<file path="config.mk">
export PLATFORM = sky130hd
export DESIGN_NAME = imem_arbiter
export DESIGN_NICKNAME = d
export VERILOG_FILES = /design/src/rtl/imem_arb_pkg.sv /design/src/rtl/imem_arb_pick.sv /design/src/rtl/imem_arbiter.sv
export SDC_FILE = /design/constraint.sdc
export NUM_CORES = 1
export LEC_CHECK = 0
export CAP_MARGIN = 30
export CORE_MARGIN = 10
export CORE_UTILIZATION = 40
export DETAILED_ROUTE_END_ITERATION = 10
export PLACE_DENSITY = 0.95
export SLEW_MARGIN = 20
export SYNTH_ARGS = -nofsm -noshare
export SYNTH_HDL_FRONTEND = slang
export SYNTH_SLANG_ARGS = --single-unit
</file>
<file path="constraint.sdc">
create_clock -name clk -period 4.15 [get_ports clk]
set_input_delay 0.6225 -clock clk [delete_from_list [all_inputs] [get_ports clk]]
set_output_delay 0.6225 -clock clk [all_outputs]
set_load 0.01 [all_outputs]
</file>
<file path="src/rtl/imem_arb_pkg.sv">
// imem_arb_pkg
// Shared types and constants for the instruction-memory arbiter.
//   arb_state_e    : arbiter FSM states (IDLE, ISSUE, WAIT, RESP)
//   OWN_FETCH/LOAD : encoding of the owner of the in-flight transaction
//   DEF_MEM_LAT    : default memory read latency in cycles
//   DEF_STARVE_MAX : default number of consecutive fetch grants allowed
//                    while the loader is waiting
//   cnt_width()    : bit width needed to hold a counter value 0..max_val
package imem_arb_pkg;

  typedef enum logic [1:0] {
    IDLE  = 2'd0,
    ISSUE = 2'd1,
    WAIT  = 2'd2,
    RESP  = 2'd3
  } arb_state_e;

  localparam logic OWN_FETCH = 1'b0;
  localparam logic OWN_LOAD  = 1'b1;

  localparam int DEF_MEM_LAT    = 1;
  localparam int DEF_STARVE_MAX = 4;

  // Always at least one bit so a counter with range 0..0 stays legal.
  function automatic int cnt_width(input int max_val);
    return (max_val < 1) ? 1 : $clog2(max_val + 1);
  endfunction

endpackage

</file>
<file path="src/rtl/imem_arb_pick.sv">
// imem_arb_pick
// Winner selection between fetch and loader, plus the loader starvation
// counter. Fetch normally wins; once STARVE_MAX fetch grants have gone by
// while the loader kept requesting, the loader is forced through.
// Ports:
//   clk, rst      : clock, asynchronous active-low reset
//   en            : arbiter is in IDLE and out of reset (grants allowed)
//   f_req, l_req  : fetch / loader requests
//   pick_f        : fetch wins this cycle (used directly as f_gnt)
//   pick_l        : loader wins this cycle (used directly as l_gnt)
module imem_arb_pick
  import imem_arb_pkg::*;
#(
  parameter int STARVE_MAX = DEF_STARVE_MAX
) (
  input  logic clk,
  input  logic rst,
  input  logic en,
  input  logic f_req,
  input  logic l_req,
  output logic pick_f,
  output logic pick_l
);

  localparam int CW = cnt_width(STARVE_MAX);
  localparam logic [CW-1:0] CNT_MAX = CW'(STARVE_MAX);

  logic [CW-1:0] starve_cnt;
  logic          starved;

  // The loader wins when fetch is absent or when it has been starved long
  // enough; fetch takes every other contested cycle.
  always_comb begin
    starved = (starve_cnt == CNT_MAX);
    pick_l  = en & l_req & (~f_req | starved);
    pick_f  = en & f_req & ~pick_l;
  end

  // Counts fetch grants that bypass a waiting loader. Any cycle without a
  // loader request, or a loader grant, restarts the count.
  always_ff @(posedge clk or negedge rst) begin
    if (!rst) begin
      starve_cnt <= '0;
    end else if (!l_req || pick_l) begin
      starve_cnt <= '0;
    end else if (pick_f && !starved) begin
      starve_cnt <= starve_cnt + 1'b1;
    end
  end

endmodule

</file>
<file path="src/rtl/imem_arbiter.sv">
// imem_arbiter
// Shares the single-port instruction memory between the fetch unit (reads)
// and the program loader (writes). One transaction is in flight at a time:
// grant in IDLE, strobe the memory in ISSUE, wait MEM_LAT cycles, then
// report completion in RESP.
// Optional feature macro: IMEM_ARB_MISALIGN_EN adds f_err, which flags a
// fetch whose byte address is not word aligned (f_rdata forced to 0).
// Ports:
//   clk, rst                  : clock, asynchronous active-low reset
//   f_req/f_addr/f_gnt        : fetch request handshake (byte address)
//   f_rvalid/f_rdata          : fetch response pulse and registered data
//   l_req/l_addr/l_wdata/l_gnt: loader write request handshake
//   l_done                    : loader write completion pulse
//   m_en/m_we/m_addr/m_wdata  : memory strobe, write enable, word address, data
//   m_rdata                   : memory read data, valid MEM_LAT cycles after m_en
//   busy                      : a transaction is in flight
//   f_err (macro only)        : misaligned fetch flag, pulses with f_rvalid
module imem_arbiter
  import imem_arb_pkg::*;
#(
  parameter int ADDR_W     = 16,
  parameter int DATA_W     = 32,
  parameter int MEM_LAT    = DEF_MEM_LAT,
  parameter int STARVE_MAX = DEF_STARVE_MAX
) (
  input  logic              clk,
  input  logic              rst,
  input  logic              f_req,
  input  logic [31:0]       f_addr,
  output logic              f_gnt,
  output logic              f_rvalid,
  output logic [DATA_W-1:0] f_rdata,
  input  logic              l_req,
  input  logic [31:0]       l_addr,
  input  logic [DATA_W-1:0] l_wdata,
  output logic              l_gnt,
  output logic              l_done,
  output logic              m_en,
  output logic              m_we,
  output logic [ADDR_W-1:0] m_addr,
  output logic [DATA_W-1:0] m_wdata,
  input  logic [DATA_W-1:0] m_rdata,
  output logic              busy
`ifdef IMEM_ARB_MISALIGN_EN
  ,
  output logic              f_err
`endif
);

  localparam int LW = cnt_width(MEM_LAT - 1);

  arb_state_e    state, state_nxt;
  logic          owner;
  logic [LW-1:0] wait_cnt;
  logic          grant_en;
  logic          pick_f, pick_l;
  logic          last_wait;
  logic          unused_addr_bits;

`ifdef IMEM_ARB_MISALIGN_EN
  logic misalign;
`endif

  // Only word-index bits reach the memory; the rest of each byte address
  // is deliberately dropped.
  assign unused_addr_bits = ^{f_addr[31:ADDR_W+2], f_addr[1:0],
                              l_addr[31:ADDR_W+2], l_addr[1:0]};

  // Gating with rst keeps the grants low while reset is held, even though
  // the requests may already be up.
  assign grant_en  = (state == IDLE) & rst;
  assign last_wait = (state == WAIT) && (wait_cnt == '0);

  imem_arb_pick #(
    .STARVE_MAX(STARVE_MAX)
  ) u_pick (
    .clk    (clk),
    .rst    (rst),
    .en     (grant_en),
    .f_req  (f_req),
    .l_req  (l_req),
    .pick_f (pick_f),
    .pick_l (pick_l)
  );

  // State register.
  always_ff @(posedge clk or negedge rst) begin
    if (!rst) begin
      state <= IDLE;
    end else begin
      state <= state_nxt;
    end
  end

  // Next state and the combinational grant/busy outputs. Grants are only
  // visible in IDLE because pick_f/pick_l are already gated by grant_en.
  always_comb begin
    state_nxt = state;
    f_gnt     = 1'b0;
    l_gnt     = 1'b0;
    busy      = (state != IDLE);
    case (state)
      IDLE: begin
        f_gnt = pick_f;
        l_gnt = pick_l;
        if (pick_f || pick_l) begin
          state_nxt = ISSUE;
        end
      end
      ISSUE: state_nxt = WAIT;
      WAIT: begin
        if (wait_cnt == '0) begin
          state_nxt = RESP;
        end
      end
      RESP:    state_nxt = IDLE;
      default: state_nxt = IDLE;
    endcase
  end

  // Transaction datapath. The grant cycle latches owner, address and data
  // straight into the memory-side registers so m_* are valid in ISSUE.
  // The wait counter is loaded in ISSUE and reaches zero on the last WAIT
  // cycle, which is when read data is captured for the RESP pulse.
  always_ff @(posedge clk or negedge rst) begin
    if (!rst) begin
      owner    <= OWN_FETCH;
      wait_cnt <= '0;
      m_en     <= 1'b0;
      m_we     <= 1'b0;
      m_addr   <= '0;
      m_wdata  <= '0;
      f_rvalid <= 1'b0;
      f_rdata  <= '0;
      l_done   <= 1'b0;
`ifdef IMEM_ARB_MISALIGN_EN
      misalign <= 1'b0;
      f_err    <= 1'b0;
`endif
    end else begin
      m_en     <= 1'b0;
      m_we     <= 1'b0;
      f_rvalid <= 1'b0;
      l_done   <= 1'b0;
`ifdef IMEM_ARB_MISALIGN_EN
      f_err    <= 1'b0;
`endif

      if (pick_f || pick_l) begin
        m_en    <= 1'b1;
        m_we    <= pick_l;
        owner   <= pick_l ? OWN_LOAD : OWN_FETCH;
        m_addr  <= pick_l ? l_addr[ADDR_W+1:2] : f_addr[ADDR_W+1:2];
        m_wdata <= pick_l ? l_wdata : '0;
`ifdef IMEM_ARB_MISALIGN_EN
        misalign <= pick_f && (f_addr[1:0] != 2'b00);
`endif
      end

      if (state == ISSUE) begin
        wait_cnt <= LW'(MEM_LAT - 1);
      end else if ((state == WAIT) && (wait_cnt != '0)) begin
        wait_cnt <= wait_cnt - 1'b1;
      end

      if (last_wait) begin
        if (owner == OWN_FETCH) begin
          f_rvalid <= 1'b1;
`ifdef IMEM_ARB_MISALIGN_EN
          f_rdata  <= misalign ? '0 : m_rdata;
          f_err    <= misalign;
`else
          f_rdata  <= m_rdata;
`endif
        end else begin
          l_done <= 1'b1;
        end
      end
    end
  end

endmodule

</file>
# Word level (Yosys, flattened, before mapping)
# Cells that the tools add are included.
[word_totals]
reg_bits = 91
output_inout_bits = 87
word_cells = 60
inputBits = 132
[classes]
n_addsub = 2
reduce_logical = 13
mux = 18
bitwise = 10
n_eq_ne = 6
[ops]
columns = ["operator", "n"]
rows = [
  ["$mux W32", 1],
  ["$mux W16", 1],
  ["$mux W1", 11],
  ["$pmux W2 S4", 1],
  ["$mux W3", 2],
  ["$reduce_bool A2 Y1", 3],
  ["$and A1 B1 Y1", 5],
  ["$eq A2 B2 Y1 const B", 2],
  ["$mux W2", 2],
  ["$not A1 Y1", 4],
  ["$reduce_and A2 Y1", 2],
  ["$add A3 B1 Y3 const B", 1],
  ["$eq A3 B3 Y1 const B", 1],
  ["$logic_and A1 B1 Y1", 3],
  ["$eq A2 B1 Y1 const B", 1],
  ["$logic_not A1 Y1", 2],
  ["$logic_not A2 Y1", 1],
  ["$logic_or A1 B1 Y1", 2],
  ["$ne A2 B1 Y1 const B", 1],
  ["$ne A2 B2 Y1 const B", 1],
  ["$or A1 B1 Y1", 1],
  ["$sub A1 B1 Y1 const B", 1],
]

# Longest topological paths before layout
[depth]
depth_word = 9
ltp_mapped = 7
depth_no_buf = 5

# Cells and area by module
# From an unflattened synthesis, not the netlist that was laid out.
[unflattened]
cells_unflattened = 259
area_unflattened_um2 = 3601.0
[modules_own_cells]
columns = ["module", "area_each_um2", "cells_per_inst", "seq_area_each_um2", "n_inst"]
rows = [
  ["imem_arbiter", 3385.7, 235, 2202.1, 1],
  ["imem_arb_pick", 215.2, 24, 75.1, 1],
]

# Worst setup path after synthesis
# No wires, ideal clock.
[synth_path]
path_type = "flip-flop to output port"
from = "register state[0]"
to = "output port f_gnt"
setup_slack_ns = 2.043
required_time_ns = 3.527
arrival_ns = 1.484
path_buffers = 2
stages_incl_launch_ff = 8
path_cell_list = "dfrtp_1 -> inv_1 -> ha_1 -> buf_2 -> nand2_2 -> nor3b_4 -> buf_2 -> nor2_1"
[synth_between]
elab_chain_len = 7
elab_cells_between_ends = 8
classes_between = "1 x mux; 6 x bitwise; 1 x reduce/logical"
[synth_lines]
columns = ["element", "line_no", "text"]
rows = [
  ["start: declaration", "imem_arbiter.sv:52", "arb_state_e state, state_nxt;"],
  ["start signal: assignment", "imem_arbiter.sv:91", "state <= state_nxt;"],
  ["$logic_not A2 Y1 *", "imem_arbiter.sv:71, imem_arbiter.sv:102", ""],
  ["$and A1 B1 Y1", "imem_arbiter.sv:71", "assign grant_en = (state == IDLE) & rst;"],
  ["$and A1 B1 Y1 (2 in series)", "imem_arb_pick.sv:35", "pick_l = en & l_req & (~f_req | starved);"],
  ["$not A1 Y1", "imem_arb_pick.sv:36", "pick_f = en & f_req & ~pick_l;"],
  ["$and A1 B1 Y1", "imem_arb_pick.sv:36", ""],
  ["$mux W1 *", "imem_arbiter.sv:102", "case (state)"],
  ["end: declaration", "imem_arbiter.sv:30", "output logic f_gnt,"],
]
# Every way passes the cells marked *; elsewhere a longest branch is shown, timed or not.

# Worst setup path after layout
# Same ends and word-level chain as after synthesis.

==> impl_metrics.csv <==
group,metric,value,unit
cells_and_area,finalNetCount,565,
global_routing,grt_max_degree,50,
clock_network,insertion_delay,0.35,ns
clock_network,cts_tree,"built",
clock_network,cts-root-buf,"clkbuf_8",
placed_design,globalplace.congestion,0.719,
floorplan,core,8810,sq um
worst_setup_path,worstSetupStartpointType,"flip-flop",
cells_and_area,area_growth,59.8,%
routing,drt_iter0_drc,82,
placed_design,hpwl,8.43,mm
routing,ant_nets,0,
floorplan,ioPinCount,219,
clock_network,clock_path_buffers,2,
sta,maxSlewViolCount,0,
yosys,synth.distinct_cells,28,
sta,rsz0062_at_grt,"no",
min_path,hold_path_class,"in -> async",
placed_design,io_buffer_count,186,
sta,holdWs,0.213,ns
sta,tightest_slew,0.550,ns
pwr,power_density,713,nW/um^2
yosys,mappedNetlistArea,3660,sq um
global_routing,grt_overflow,0,
floorplan,initial_core_util,41.5,%
floorplan,dieHeight,116,microns
routing,first_pass_iters,4,
run_status,status,"completed",
clock_network,cts.sinks,91,
routing,drt_wl_total,10.7,mm
floorplan,dieArea,13400,sq um
worst_setup_path,path_cells,"inv_1 > ha_1 > nand3_4 > nor2_1 > clkdlybuf4s50_1",
worst_setup_path,crit_path_top_delay_cell,"clkdlybuf4s50_1",
sta,finalCriticalPeriod,2.94,ns
global_routing,grt_pass1_wl,16.3,mm
pwr,peakVddDrop,0.383,mV
routing,vias_per_cell,5.04,
sta,setup_tns,0,ns
yosys,syn-instance-count,238,
yosys,ys_ff_latch,91,
worst_setup_path,worst-endpoint-arrival,2.32,ns
flow_run,cap_violations,0,
cells_and_area,post_route_cells_drive_above_1_share,17.8,%
clock_network,post_cts_resized,0,
worst_setup_path,worstPathMaxFanout,18,
cells_and_area,fin_util,66.4,%
global_routing,antenna_found_initial,0,
clock_network,cts.clk_slew.worst_paths,0.09,ns
yosys,synth_nets,376,
clock_network,cts.htree.levels,3,
yosys,postSynthAreaPerCell,15.4,sq um
pwr,p_leak,2.49,nW
routing,routedWlPerCell,19.8,microns
worst_setup_path,startpoint,"state[0]",
floorplan,rows,34,
clock_network,cts_buffers,9,
yosys,synth_warnings,0,
floorplan,fp.dieW,116,microns
global_routing,grt_pass1_vias,3065,
worst_setup_path,worstSetupPathType,"reg -> out",
global_routing,grt.total_usage,15.5,%
sta,setup_viol,0,
sta,skew,0.0169,ns
sta,max_freq,0.340,GHz
sta,finalCritPeriodShare,70.9,%
worst_setup_path,critical_path_required,3.53,ns
cells_and_area,diodes,0,
clock_network,cts_hold_buf,0,
clock_network,post_cts_buffers,0,
sta,relSlewSlack,63.3,%
yosys,ys_seq_area_share,62.3,%
routing,via_count,2723,
worst_setup_path,reg2reg_from,"state[0]",
sta,hold_viol_final,0,
pwr,power,0.00417,W
routing,drc_errors,0,
worst_setup_path,cpPeakStageDelay,0.58,ns
worst_setup_path,cp-end-kind,"primary output",
==> through the flow <==
stage / cells / setup slack (ns) / area [sq um]
4_1_cts: 540 / 1.16 / 5850
6_report: 540 / 1.21 / 5850
3_3_place_gp: 524 / 1.24 / 5620
5_1_grt: 540 / 1.03 / 5850
2_1_floorplan: 238 / 2.04 / 3660
3_5_place_dp: 524 / 1.24 / 5620
==> cells in the mapped netlist <==
master	n	area, sq um
nand3_4	1	17.5
mux2_1	15	169
buf_2	7	35.0
a21boi_2	1	11.3
a21oi_1	1	5.00
and3b_1	1	8.76
dfrtp_1	91	2280
mux2_2	50	563
and4b_1	1	10.0
a21boi_0	3	22.5
nor2b_1	1	6.26
a22o_1	33	289
o211ai_1	1	7.51
clkbuf_1	3	11.3
ha_1	6	75.1
nor3b_2	1	12.5
nand2_1	3	11.3
nor3b_1	2	15.0
nand4_1	2	12.5
o21ai_0	1	5.00
buf_4	2	15.0
nand2_2	1	6.26
a21o_1	1	7.51
nor3b_4	1	18.8
buf_6	1	11.3
a211oi_1	1	7.51
inv_1	6	22.5
nor2_1	1	3.75
==> kinds of logic (layout without fill, tap and decap cells) <==
| group | Yosys count | count (layout) | synth area share [%] |
|---|---|---|---|
| AO/OA/AOI/OAI | 42 | 42 | 9.72 |
| adder cells (fa/ha/maj) | 6 | 6 | 2.05 |
| AND/OR/NAND/NOR | 15 | 15 | 3.35 |
| buffers and inverters | 19 | 213 | 2.60 |
| multiplexers | 65 | 65 | 20.0 |
| flip-flops | 91 | 91 | 62.3 |
==> critical path: cells and delay by family, from the launching register on <==
kind          cells  cell delay (ns)
flops             1             0.39
buf+inv           2             0.71
simple gates      2             0.48
fa+ha+maj         1             0.40
==> cell type report <==
type                       instances  area (sq um)
clock buffer                       9           124
clock inverter                     7          98.8
fill                             654          2960
inverter                           6          22.5
multi-input combinational        128          1290
sequential                        91          2280
tap                              108           135
timing repair buffer             191          1900
==> registers in the layout (all words and copies together) (netlist names) <==
name	flops
f_rdata	32
state	2
l_done	1
m_en	1
u_pick.starve_cnt	3
owner	1
wait_cnt	1
f_rvalid	1
m_we	1
m_addr	16
m_wdata	32
==> layer usage <==
layer / track usage, % / routed length (microns) / part of all wire [%]
met1: 16.2 / 3950 / 37
met2: 25.5 / 5040 / 47
met3: 8.99 / 1490 / 14
met4: 5.84 / 199 / 1.9
met5: 0 / 0 / 0
==> power breakdown <==
| group | internal [W] | leakage (nW) | total [W] | switching (W) |
|---|---|---|---|---|
| logic | 0.00123 | 1.24 | 0.00197 | 0.000735 |
| clock network | 0.000344 | 0.110 | 0.000662 | 0.000319 |
| registers | 0.00131 | 1.14 | 0.00154 | 0.000230 |
| total | 0.00288 | 2.49 | 0.00417 | 0.00128 |
==> cells in the final DEF (no fill, tap or decap), types with 2 or more instances in the layout <==
cell | Yosys | final
dfrtp_1 | 91 | 91
nand2_1 | 3 | 3
nor3b_1 | 2 | 2
mux2_1 | 15 | 15
buf_4 | 2 | 6
a21boi_0 | 3 | 3
nor3b_4 | 1 | 2
clkdlybuf4s50_1 | 0 | 185
ha_1 | 6 | 6
inv_1 | 6 | 6
clkbuf_8 | 0 | 9
inv_6 | 0 | 2
bufinv_16 | 0 | 2
a22o_1 | 33 | 33
nand4_1 | 2 | 2
mux2_2 | 50 | 50
==> worst paths after layout <==
check | to | slack, ns | cells after the start
worst max-delay path | f_gnt | 1.21 | 5
worst max register to register | m_addr[11] | 1.78 | 6
max in group asynchronous | m_wdata[8] | 3.14 | 2
worst min register to register | f_rdata[11] | 0.51 | 1
worst min-delay path | m_addr[4] | 0.21 | 1
min in group clk | f_rdata[11] | 0.51 | 1
Note: power is estimated with default switching activity, not from simulation.
